**config.mk**
```make
export PLATFORM = sky130hd
export DESIGN_NAME = hall_call_dispatcher
export DESIGN_NICKNAME = d
export VERILOG_FILES = /design/src/rtl/hall_call_dispatcher.sv
export SDC_FILE = /design/constraint.sdc
export NUM_CORES = 1
export LEC_CHECK = 0
export ABC_AREA = 1
export CAP_MARGIN = 10
export CELL_PAD_IN_SITES_DETAIL_PLACEMENT = 2
export CELL_PAD_IN_SITES_GLOBAL_PLACEMENT = 2
export CORE_UTILIZATION = 31
export DETAILED_ROUTE_END_ITERATION = 10
export DONT_BUFFER_PORTS = 1
export GPL_TIMING_DRIVEN = 0
export PLACE_DENSITY = 0.87
export SLEW_MARGIN = 0
export SYNTH_ARGS = -nofsm -noshare
export SYNTH_HDL_FRONTEND = slang
export SYNTH_SLANG_ARGS = --single-unit
```
**constraint.sdc**
```tcl
create_clock -name clk -period 3.1 [get_ports clk]
set_input_delay 0.465 -clock clk [delete_from_list [all_inputs] [get_ports clk]]
set_output_delay 0.465 -clock clk [all_outputs]
set_load 0.01 [all_outputs]
```
**src/rtl/hall_call_dispatcher.sv**
```systemverilog
// Hall call dispatcher: latches hall calls into up/down pending vectors and
// offers them one at a time to a lift chosen by the priority controller.
// Entries are indexed {dir,floor}; a round-robin pointer picks the next one.
// Optional feature: define ACK_TIMEOUT_EN to abandon an offer that is not
// acknowledged within 15 ISSUE cycles (the call stays pending).
module hall_call_dispatcher (
  input  logic       clk,
  input  logic       rst,
  input  logic       call_valid,
  input  logic [2:0] call_floor,
  input  logic       call_dir,
  input  logic [1:0] selected_lift,
  input  logic       ack_L1,
  input  logic       ack_L2,
  output logic [2:0] req_floor,
  output logic       req_direction,
  output logic       assign_valid_L1,
  output logic       assign_valid_L2,
  output logic [2:0] assign_floor,
  output logic       assign_dir,
  output logic [7:0] pending_up,
  output logic [7:0] pending_down,
  output logic       busy
);

  typedef enum logic [1:0] {StIdle, StSelect, StIssue} state_e;

  state_e      state_q;
  logic [3:0]  ptr_q;
  logic [3:0]  cur_idx_q;

  logic [15:0] pend;
  logic [15:0] call_vec;
  logic [15:0] clear_vec;
  logic [15:0] pend_d;
  logic        call_ok;
  logic        ack_hit;
  logic        timeout;
  logic [3:0]  pick_idx;
  logic        pick_found;
  logic [3:0]  scan_idx;

  // Up entries occupy indices 8..15, down entries 0..7.
  assign pend = {pending_up, pending_down};

  // Up at the top floor and down at the ground floor are meaningless.
  assign call_ok  = call_valid && !(call_dir && (call_floor == 3'd7))
                               && !(!call_dir && (call_floor == 3'd0));
  assign call_vec = call_ok ? (16'd1 << {call_dir, call_floor}) : 16'd0;

  // Only the ack from the lift currently offered counts.
  assign ack_hit   = (state_q == StIssue) &&
                     ((assign_valid_L1 && ack_L1) || (assign_valid_L2 && ack_L2));
  // Clear is applied after the new call, so a same-cycle call for cur_idx is dropped.
  assign clear_vec = ack_hit ? (16'd1 << cur_idx_q) : 16'd0;
  assign pend_d    = (pend | call_vec) & ~clear_vec;

  // Round-robin search: first set entry at or after ptr, wrapping 15 -> 0.
  always_comb begin
    pick_idx   = 4'd0;
    pick_found = 1'b0;
    scan_idx   = 4'd0;
    for (int i = 0; i < 16; i++) begin
      scan_idx = ptr_q + 4'(i);
      if (!pick_found && pend[scan_idx]) begin
        pick_found = 1'b1;
        pick_idx   = scan_idx;
      end
    end
  end

`ifdef ACK_TIMEOUT_EN
  logic [3:0] to_cnt_q;

  // Count unacknowledged ISSUE cycles; the 15th one abandons the offer.
  always_ff @(posedge clk) begin
    if (rst) begin
      to_cnt_q <= 4'd0;
    end else if (state_q == StSelect) begin
      to_cnt_q <= 4'd0;
    end else if ((state_q == StIssue) && !ack_hit) begin
      to_cnt_q <= to_cnt_q + 4'd1;
    end
  end

  assign timeout = (state_q == StIssue) && !ack_hit && (to_cnt_q == 4'd14);
`else
  assign timeout = 1'b0;
`endif

  // Pending latch plus IDLE/SELECT/ISSUE control with registered outputs.
  always_ff @(posedge clk) begin
    if (rst) begin
      state_q         <= StIdle;
      pending_up      <= 8'd0;
      pending_down    <= 8'd0;
      ptr_q           <= 4'd0;
      cur_idx_q       <= 4'd0;
      req_floor       <= 3'd0;
      req_direction   <= 1'b0;
      assign_floor    <= 3'd0;
      assign_dir      <= 1'b0;
      assign_valid_L1 <= 1'b0;
      assign_valid_L2 <= 1'b0;
      busy            <= 1'b0;
    end else begin
      {pending_up, pending_down} <= pend_d;
      unique case (state_q)
        StIdle: begin
          if (pick_found) begin
            req_floor     <= pick_idx[2:0];
            req_direction <= pick_idx[3];
            cur_idx_q     <= pick_idx;
            busy          <= 1'b1;
            state_q       <= StSelect;
          end
        end
        StSelect: begin
          case (selected_lift)
            2'b01: begin
              assign_valid_L1 <= 1'b1;
              assign_floor    <= req_floor;
              assign_dir      <= req_direction;
              state_q         <= StIssue;
            end
            2'b10: begin
              assign_valid_L2 <= 1'b1;
              assign_floor    <= req_floor;
              assign_dir      <= req_direction;
              state_q         <= StIssue;
            end
            default: begin
              // No lift available: skip past this entry, leave it pending.
              ptr_q   <= cur_idx_q + 4'd1;
              busy    <= 1'b0;
              state_q <= StIdle;
            end
          endcase
        end
        StIssue: begin
          if (ack_hit || timeout) begin
            assign_valid_L1 <= 1'b0;
            assign_valid_L2 <= 1'b0;
            ptr_q           <= cur_idx_q + 4'd1;
            busy            <= 1'b0;
            state_q         <= StIdle;
          end
        end
        default: begin
          state_q <= StIdle;
          busy    <= 1'b0;
        end
      endcase
    end
  end

endmodule

```
# [After elaboration in Yosys (flattened, before gate mapping)]
# Index checks and enable logic that the tools add are counted.
[totals] regBits=37 inputBits=11 output_inout_bits=27 elab_cells=192
[classes] addsub=16 magnitude_cmp=16 eq_ne=10 shifts=2 muxes=81 bitwise_logic=3 reduce_logical=52
[ops] cell="$lt A4 B5 Y1 const B" n=16
[ops] cell="$mux W4" n=18
[ops] cell="$bmux W1 S4" n=16
[ops] cell="$mux W1" n=37
[ops] cell="$add A4 B4 Y4 const B" n=8
[ops] cell="$mux W16" n=2
[ops] cell="$shl A1 B4 Y16 const A" n=2
[ops] cell="$logic_and A1 B1 Y1" n=22
[ops] cell="$logic_not A1 Y1" n=18
[ops] cell="$add A4 B3 Y4 const B" n=4
[ops] cell="$and A16 B16 Y16" n=1
[ops] cell="$not A16 Y16" n=1
[ops] cell="$or A16 B16 Y16" n=1
[ops] cell="$reduce_and A3 Y1" n=4
[ops] cell="$ne A2 B2 Y1 const B" n=5
[ops] cell="$add A4 B1 Y4 const B" n=2
[ops] cell="$add A4 B2 Y4 const B" n=2
[ops] cell="$pmux W4 S2" n=1
[ops] cell="$mux W2" n=3
[ops] cell="$pmux W2 S3" n=1
[ops] cell="$reduce_and A2 Y1" n=3
[ops] cell="$eq A2 B1 Y1 const B" n=2
[ops] cell="$eq A2 B2 Y1 const B" n=2
[ops] cell="$pmux W1 S2" n=2
[ops] cell="7 further kinds" n=7

# [Logic depth before layout (Yosys ltp)]
# Gate-level depths: netlist (run 1).
[logic_depth] ltp_word=50 mapped_depth=23 depth_no_buf=22

# [Worst setup path after synthesis (run 1)]
# OpenSTA, ideal clock, no wires.
[synth_path] path_kind="reg2reg" start="register ptr_q[1]" end="register req_floor[0]" setup_ns=0.119 arrival_time_ns=3.013 t_required_ns=2.981 path_slack_ns=-0.031 path_stages_with_launch=20 n_path_buf=2 synth_period_minus_slack_ns=3.131 cell_sequence="dfxtp_1 > inv_1 > buf_2 > ha_1 > buf_1 > nand3_1 > nand3_1 > nand3_1 > nand2_1 > nand4_2 > nor2_4 > nand4_4 > nor2_4 > nand4_4 > nor2_8 > nand4_2 > nand2_2 > inv_2 > o21ai_2 > a21oi_2"
[synth_via] elab_chain_cells=49 elab_cells_between_ends=110 cone_classes="add/sub (15); mux (64); reduce/logical (31)"
[synth_rtl] element="from (decl)" line="29" source="logic [3:0] ptr_q;"
[synth_rtl] element="from (signal assigned)" line="134" source="ptr_q <= cur_idx_q + 4'd1;"
[synth_rtl] element="from (signal assigned)" line="144" source="ptr_q <= cur_idx_q + 4'd1;"
[synth_rtl] element="branches (longest 49 deep; another with $add A4 B1 Y4)"
[synth_rtl] element="to (signal assigned)" line="111" source="req_floor <= pick_idx[2:0];"
[synth_rtl] element="to (decl)" line="15" source="output logic [2:0] req_floor,"
# Parallel ways; which one is timed is not known. The select of a mux whose other input is x is not followed.
# A chain may end at the register's enable or synchronous reset.

# [Worst setup path after layout (run 1)]
[layout_path] start="register ptr_q[1]" end="register req_direction"
[layout_via] elab_chain_cells=49 elab_cells_between_ends=110 cone_classes="add/sub (15); mux (64); reduce/logical (31)"
[layout_rtl] element="branches (longest 49 deep; another with $add A4 B1 Y4)"
[layout_rtl] element="to (signal assigned)" line="112" source="req_direction <= pick_idx[3];"
[layout_rtl] element="to (decl)" line="16" source="output logic req_direction,"
# Parallel ways; which one is timed is not known. The select of a mux whose other input is x is not followed.

==> impl_metrics.csv, run 1 <==
group,metric,value,unit
setup_path,cpMaxStageDelayCell,"dfxtp_4",
cells_and_area,final_util,0.428,
die,die_w,104,um
synthesis,syn_area,3200,um^2
timing,slew_headroom,0.553,
synthesis,synthTopCellsByArea,"dfxtp_1 (21%), nand3_1 (16%), nand2_1 (14%)",
grt,grt_start_max_net_pins,19,
hold_path,hold_path.class,"input port to register",
cts,clk_pin_slew,0.08,ns
routing,routed_via_density,6.06,
setup_path,start_kind,"register",
placement,place_hpwl,11.0,mm
synthesis,synth_edf_count,0,
cts,cts_tree,"yes",
timing,maxClockFrequency,299,MHz
synthesis,syn-num-nets,553,
placement,pre_cts_ws,-0.964,ns
cts,cts_buffer_depth,2,
placement,place_congestion,0.852,
cts,clk_latency,0.29,ns
setup_path,required,3.33,ns
routing,first_pass_iters,5,
die,std_cell_rows,36,
synthesis,synthCells,527,
grt,grt_pass1_vias,4457,
synthesis,yosysSeqAreaShare,0.206,
die,dieArea,10700,um^2
cells_and_area,diodes,0,
run,drv_cap,0,
cells_and_area,area_delta_synth_final,32.5,%
die,core,9910,um^2
die,ioPinCount,38,
grt,grt_pass1_wl,23.7,mm
placement,port_buffers,0,
timing,period_minus_slack,3.34,ns
timing,hold_viol,0,
routing,ant_nets,0,
timing,period_share,1.08,
timing,setup_viol,4,
setup_path,crit_chain,"inv_6, buf_12, ha_4, inv_4, buf_12, nand3_4, nand3_4, nand2_4, nand2_2, nand2_2, nor2_4, nand4_1, nor2_2, nand3b_1, or2_0, nand3_1, nor2_1, nand3_1, nor2_1, nand3_1, nor2_2, nor2_1",
cells_and_area,layout-drive-gt1-share,0.263,
setup_path,endpoint_kind,"register",
synthesis,synth_most_common_cell,"nand2_1",
setup_path,rrSetupSlack,-0.24,ns
routing,drc,0,
cells_and_area,final_nets,591,
synthesis,yosysWarnings,0,
synthesis,synth_cell_type_count,44,
setup_path,cp_num_buf_inv,4,
synthesis,synth_top_area_share,0.206,
status,violations,"setup timing",
grt,overflow,0,
grt,antenna_found_initial,0,
synthesis,ys.flop_type,"dfxtp_1",
die,start_util,0.323,
routing,wl,18.2,mm
synthesis,synth_seq_cells,33,
cts,cts_root_buf,"clkbuf_8",
cts,cts.sinks,33,
synthesis,yosys-top-cells-count,"nand2_1 (120), nand3_1 (102), inv_1 (61)",
setup_path,cpPeakStageDelay,0.40,ns
timing,rsz0062_at_grt,"true",
setup_path,cp_data_arrival_time,3.57,ns
timing,drv_slew,0,
setup_path,crit_path_max_fanout,8,
timing,clock_skew,0.00962,ns
timing,setup_ws,-0.242,ns
routing,dr_total_vias,4234,
status,status,"complete, but fails checks",
setup_path,critical_path_class,"register to register",
cts,h-tree-depth,2,
die,die_y,104,um
cts,numCtsBuffers,5,
routing,wl_per_cell,26.1,um
routing,initialDrtViolationCount,229,
synthesis,avgSynthCellArea,6.08,um^2
grt,grtUsageTotal,0.279,
synthesis,yosysTopAreaCell,"dfxtp_1",
timing,tightest_slew,0.671,ns
setup_path,crit_family,"simple AND/OR/NAND/NOR gates",
synthesis,async_flop_share,0,
## what timing repair did
| item | in CTS | in global routing |
|---|---|---|
| buffers inserted | 15 | 17 |
| hold buffers | 0 | 0 |
| cloned | 0 | 0 |
| resized for setup | 45 | 83 |
| pin swaps | 9 | 40 |
| endpoints found under the setup margin | 6 | 6 |
## final timing paths
| check | from | cells past startpoint | endpoint |
|---|---|---|---|
| min | rst | 1 | pending_down[4] |
| max reg2reg | ptr_q[1] | 22 | req_direction |
| max | ptr_q[1] | 22 | req_direction |
| min reg2reg | assign_valid_L2 | 2 | assign_valid_L2 |
## layout make-up
class                           count  area [um^2]
Timing Repair Buffer               32          248
Fill cell                        1174         5670
Clock buffer                        5         68.8
Buffer                             13          106
Tap cell                          133          166
Clock inverter                      3         17.5
Sequential cell                    33          672
Multi-Input combinational cell    414         2710
Inverter                           66          260
## worst register-to-register path, cell delays in order, from the launching register on
cell      delay (ns)
dfxtp_4         0.40
inv_6           0.06
buf_12          0.14
ha_4            0.28
inv_4           0.09
buf_12          0.14
nand3_4         0.11
nand3_4         0.13
nand2_4         0.06
nand2_2         0.06
nand2_2         0.08
nor2_4          0.16
nand4_1         0.17
nor2_2          0.23
nand3b_1        0.22
or2_0           0.30
nand3_1         0.09
nor2_1          0.05
nand3_1         0.09
nor2_1          0.07
nand3_1         0.13
nor2_2          0.07
nor2_1          0.12
## stage by stage
| stage | std cells | instance area, um^2 | hold WS, ns | TNS, ns |
|---|---|---|---|---|
| after floorplan | 527 | 3200 | 0.479 | 0 |
| after global placement | 660 | 3370 | 0.500 | -3.98 |
| after detailed placement | 660 | 3370 | 0.502 | -5.20 |
| after CTS | 682 | 3730 | 0.260 | 0 |
| after global routing | 699 | 4240 | 0.251 | -1.33 |
| final | 699 | 4240 | 0.247 | -0.688 |
## cells in the final DEF (no fill, tap or decap), types with 3 or more instances in the layout
cell type	instances
dfxtp_1	30
a21oi_2	4
nand4_4	5
inv_2	6
nor2_2	11
nor2_1	38
inv_1	56
nand3_2	15
nand3_4	8
a31oi_1	7
nor2_4	5
nand2_1	105
nand3_1	79
a21oi_1	22
nor3_1	12
xor2_2	3
o21ai_1	4
ha_1	12
nand2_2	10
o21ai_0	11
a31o_2	3
dfxtp_4	3
clkbuf_1	4
buf_4	33
o21ai_2	3
nor4_1	5
nand4_1	15
nand2_4	8
clkbuf_8	5
xor2_4	3
## cells by family (layout without fill, tap and decap cells)
logic type | after synthesis | count (layout) | share of synthesized area
xor gates and xnor gates | 11 | 11 | 0.0324
and+or+nand+nor | 321 | 321 | 0.476
adders and majority gates | 15 | 15 | 0.0586
DFF | 33 | 33 | 0.206
AOI/OAI and AO/OA | 67 | 67 | 0.127
buffers and inverters | 80 | 119 | 0.100
## sequential cells by signal, indices dropped and copies added, names as in the netlist
signal,count
assign_floor,3
assign_valid_L1,1
req_direction,1
assign_dir,1
state_q,2
cur_idx_q,1
pending_down,8
pending_up,8
assign_valid_L2,1
busy,1
ptr_q,4
req_floor,2
## metal layers
| layer | global-route usage | wire [um] | vias to the layer above |
|---|---|---|---|
| met5 | 0 | 0 | - |
| met4 | 0.126 | 1070 | 0 |
| met3 | 0.0245 | 850 | 82 |
| met2 | 0.535 | 9470 | 171 |
| met1 | 0.308 | 6840 | 2125 |
| li1 | - | - | 1856 |
Power of run 1 is not shown: default switching activity piles up to over one toggle a cycle in this logic, so the estimate is an artifact.
==> run 2: changes to the inputs <==
CORE_MARGIN = 5   (was unset)
==> run 2 against run 1 <==
Compared with the run above: the flow still finishes with violations (setup timing); maximum frequency up 3.5%; die area up 16%; critical endpoint is now cur_idx_q[2]; register-to-register slack gained 0.11 ns; largest cell class unchanged; wire length shrank 1.3%; hold slack worse by 0.018 ns; first-iteration DRC count grew 17%; core utilization fell by 1.9 points.
==> impl_metrics.csv, run 2 (same netlist as run 1, synthesis figures left out) <==
group,metric,value,unit
cells_and_area,top_regs,"pending_down: 8 flops, pending_up: 8 flops, ptr_q: 4 flops",
die,std_cell_rows,37,
setup_path,cp_num_buf_inv,4,
cells_and_area,layout_common_cells,"nand2_1 (107), nand3_1 (80), inv_1 (55), nor2_1 (44), buf_4 (32)",
setup_path,crit_path_max_fanout,7,
status,violations,"setup timing",
timing,tightest_slew,0.615,ns
routing,ant_nets,0,
placement,port_buffers,0,
routing,wl,18.0,mm
setup_path,cpPeakStageDelay,0.42,ns
placement,place_hpwl,11.0,mm
setup_path,endpoint_kind,"register",
cts,h-tree-depth,2,
grt,grt_pass1_wl,23.9,mm
timing,period_share,1.04,
die,die_y,112,um
placement,placed_cell_area,3370,um^2
grt,grtUsageTotal,0.238,
setup_path,crit_family,"simple AND/OR/NAND/NOR gates",
cells_and_area,area_delta_synth_final,30.3,%
placement,dp.cells,663,
placement,place_congestion,0.936,
hold_path,hold_path.class,"input port to register",
setup_path,cp_data_arrival_time,3.45,ns
setup_path,worst_path_most_repeated_cell,"nand4_4",
cts,cts_root_buf,"clkbuf_8",
cts,numCtsBuffers,5,
routing,drc,0,
setup_path,r2r_end,"cur_idx_q[2]",
timing,hold_viol,0,
hold_path,hold_end,"pending_down[7]",
cts,postCtsHoldBufs,0,
cts,cts_buffer_depth,2,
cells_and_area,fillers,1218,
timing,setup_tns,-0.558,ns
hold_path,worstHoldStart,"rst",
run,drv_cap,0,
timing,clock_skew,0.0123,ns
setup_path,crit_chain,"inv_6, buf_12, ha_4, buf_4, nand3_1, nand3_2, nand3_1, nand2_2, nand4_4, nor2_4, nand4_4, nor2_4, nand4_4, nor2_8, nand4_4, nand2_2, inv_1, nand2_1, nand2_1, a21oi_1",
setup_path,cpMaxStageDelayCell,"dfxtp_4",
cells_and_area,layout-drive-gt1-share,0.242,
hold_path,hold_depth,1,
routing,first_pass_iters,4,
cells_and_area,diodes,0,
routing,wl_per_cell,25.7,um
setup_path,critical_path_class,"register to register",
die,die_w,112,um
grt,overflow,0,
grt,antenna_found_initial,0,
setup_path,required,3.32,ns
timing,slew_headroom,0.590,
grt,grt_start_max_net_pins,19,
timing,rsz0062_at_grt,"true",
cts,clk_pin_slew,0.08,ns
cts,cts.sinks,33,
cts,clk_latency,0.31,ns
grt,grt_pass1_vias,4368,
die,start_util,0.314,
cells_and_area,multiInputGateArea,2590,um^2
timing,setup_ws,-0.130,ns
cells_and_area,final_nets,590,
timing,setup_viol,6,
routing,routed_via_density,5.94,
routing,initialDrtViolationCount,268,
cells_and_area,stdcell_area,4170,um^2
cts,cts_tree,"yes",
cells_and_area,regArea,672,um^2
cells_and_area,final_common_cell,"nand2_1",
cells_and_area,final_cells,701,
timing,drv_slew,0,
status,status,"complete, but fails checks",
die,dieArea,12500,um^2
die,ioPinCount,38,
setup_path,rrSetupSlack,-0.13,ns
timing,period_minus_slack,3.23,ns
routing,dr_total_vias,4164,
setup_path,start_kind,"register",
setup_path,rr_worst_depth,20,
setup_path,r2r_start,"ptr_q[1]",
timing,maxClockFrequency,310,MHz
die,core,10200,um^2
run 2: worst reg2reg max path: cells and delay by family, from the launching register on:
kind	cells	cell delay, ns
adders and majority gates	1	0.34
and+or+nand+nor	14	1.89
buffers and inverters	4	0.37
DFF	1	0.42
AOI/OAI and AO/OA	1	0.13
run 2: cell type report:
cell class / instances / area share
multi-input combinational: 414 / 0.621
timing repair buffer: 31 / 0.0597
inverter: 66 / 0.0627
clock inverter: 1 / 0.00720
sequential: 33 / 0.161
clock buffer: 7 / 0.0207
tap: 136 / 0.0408
buffer: 13 / 0.0267
run 2: through the flow:
step,hold WS (ns),utilization,setup WS (ns)
2_1_floorplan,0.479,-,0.0274
3_5_place_dp,0.507,0.331,-0.860
4_1_cts,0.237,0.372,0.00203
5_1_grt,0.218,0.410,-0.308
6_report,0.229,0.410,-0.130
3_3_place_gp,0.503,0.331,-0.755
run 2: what timing repair did:
item / 4_1_cts / 5_1_grt
endpoints found under the hold margin: 0 / 0
setup buffers: 18 / 13
setup endpoints to repair: 6 / 6
cloned: 0 / 0
pin swaps: 11 / 28
resized for setup: 40 / 65
run 2: layer usage:
layer,GRT usage,part of all wire,up-vias
met4,0.107,0.057,0
met2,0.447,0.52,137
met5,0,0,-
met3,0.0277,0.037,64
met1,0.268,0.38,2107
li1,-,-,1856
run 2: worst max path at each step:
stage / start / end / slack [ns] / depth (start not counted)
3_3_place_gp: ptr_q[1] / cur_idx_q[2] / -0.76 / 19
3_5_place_dp: ptr_q[1] / cur_idx_q[2] / -0.86 / 19
2_1_floorplan: ptr_q[1] / req_floor[0] / 0.03 / 20
6_report: ptr_q[1] / cur_idx_q[2] / -0.13 / 20
5_1_grt: ptr_q[1] / cur_idx_q[2] / -0.31 / 20
4_1_cts: ptr_q[1] / req_direction / 0.002 / 24
Power of run 2 is left out for the same reason.
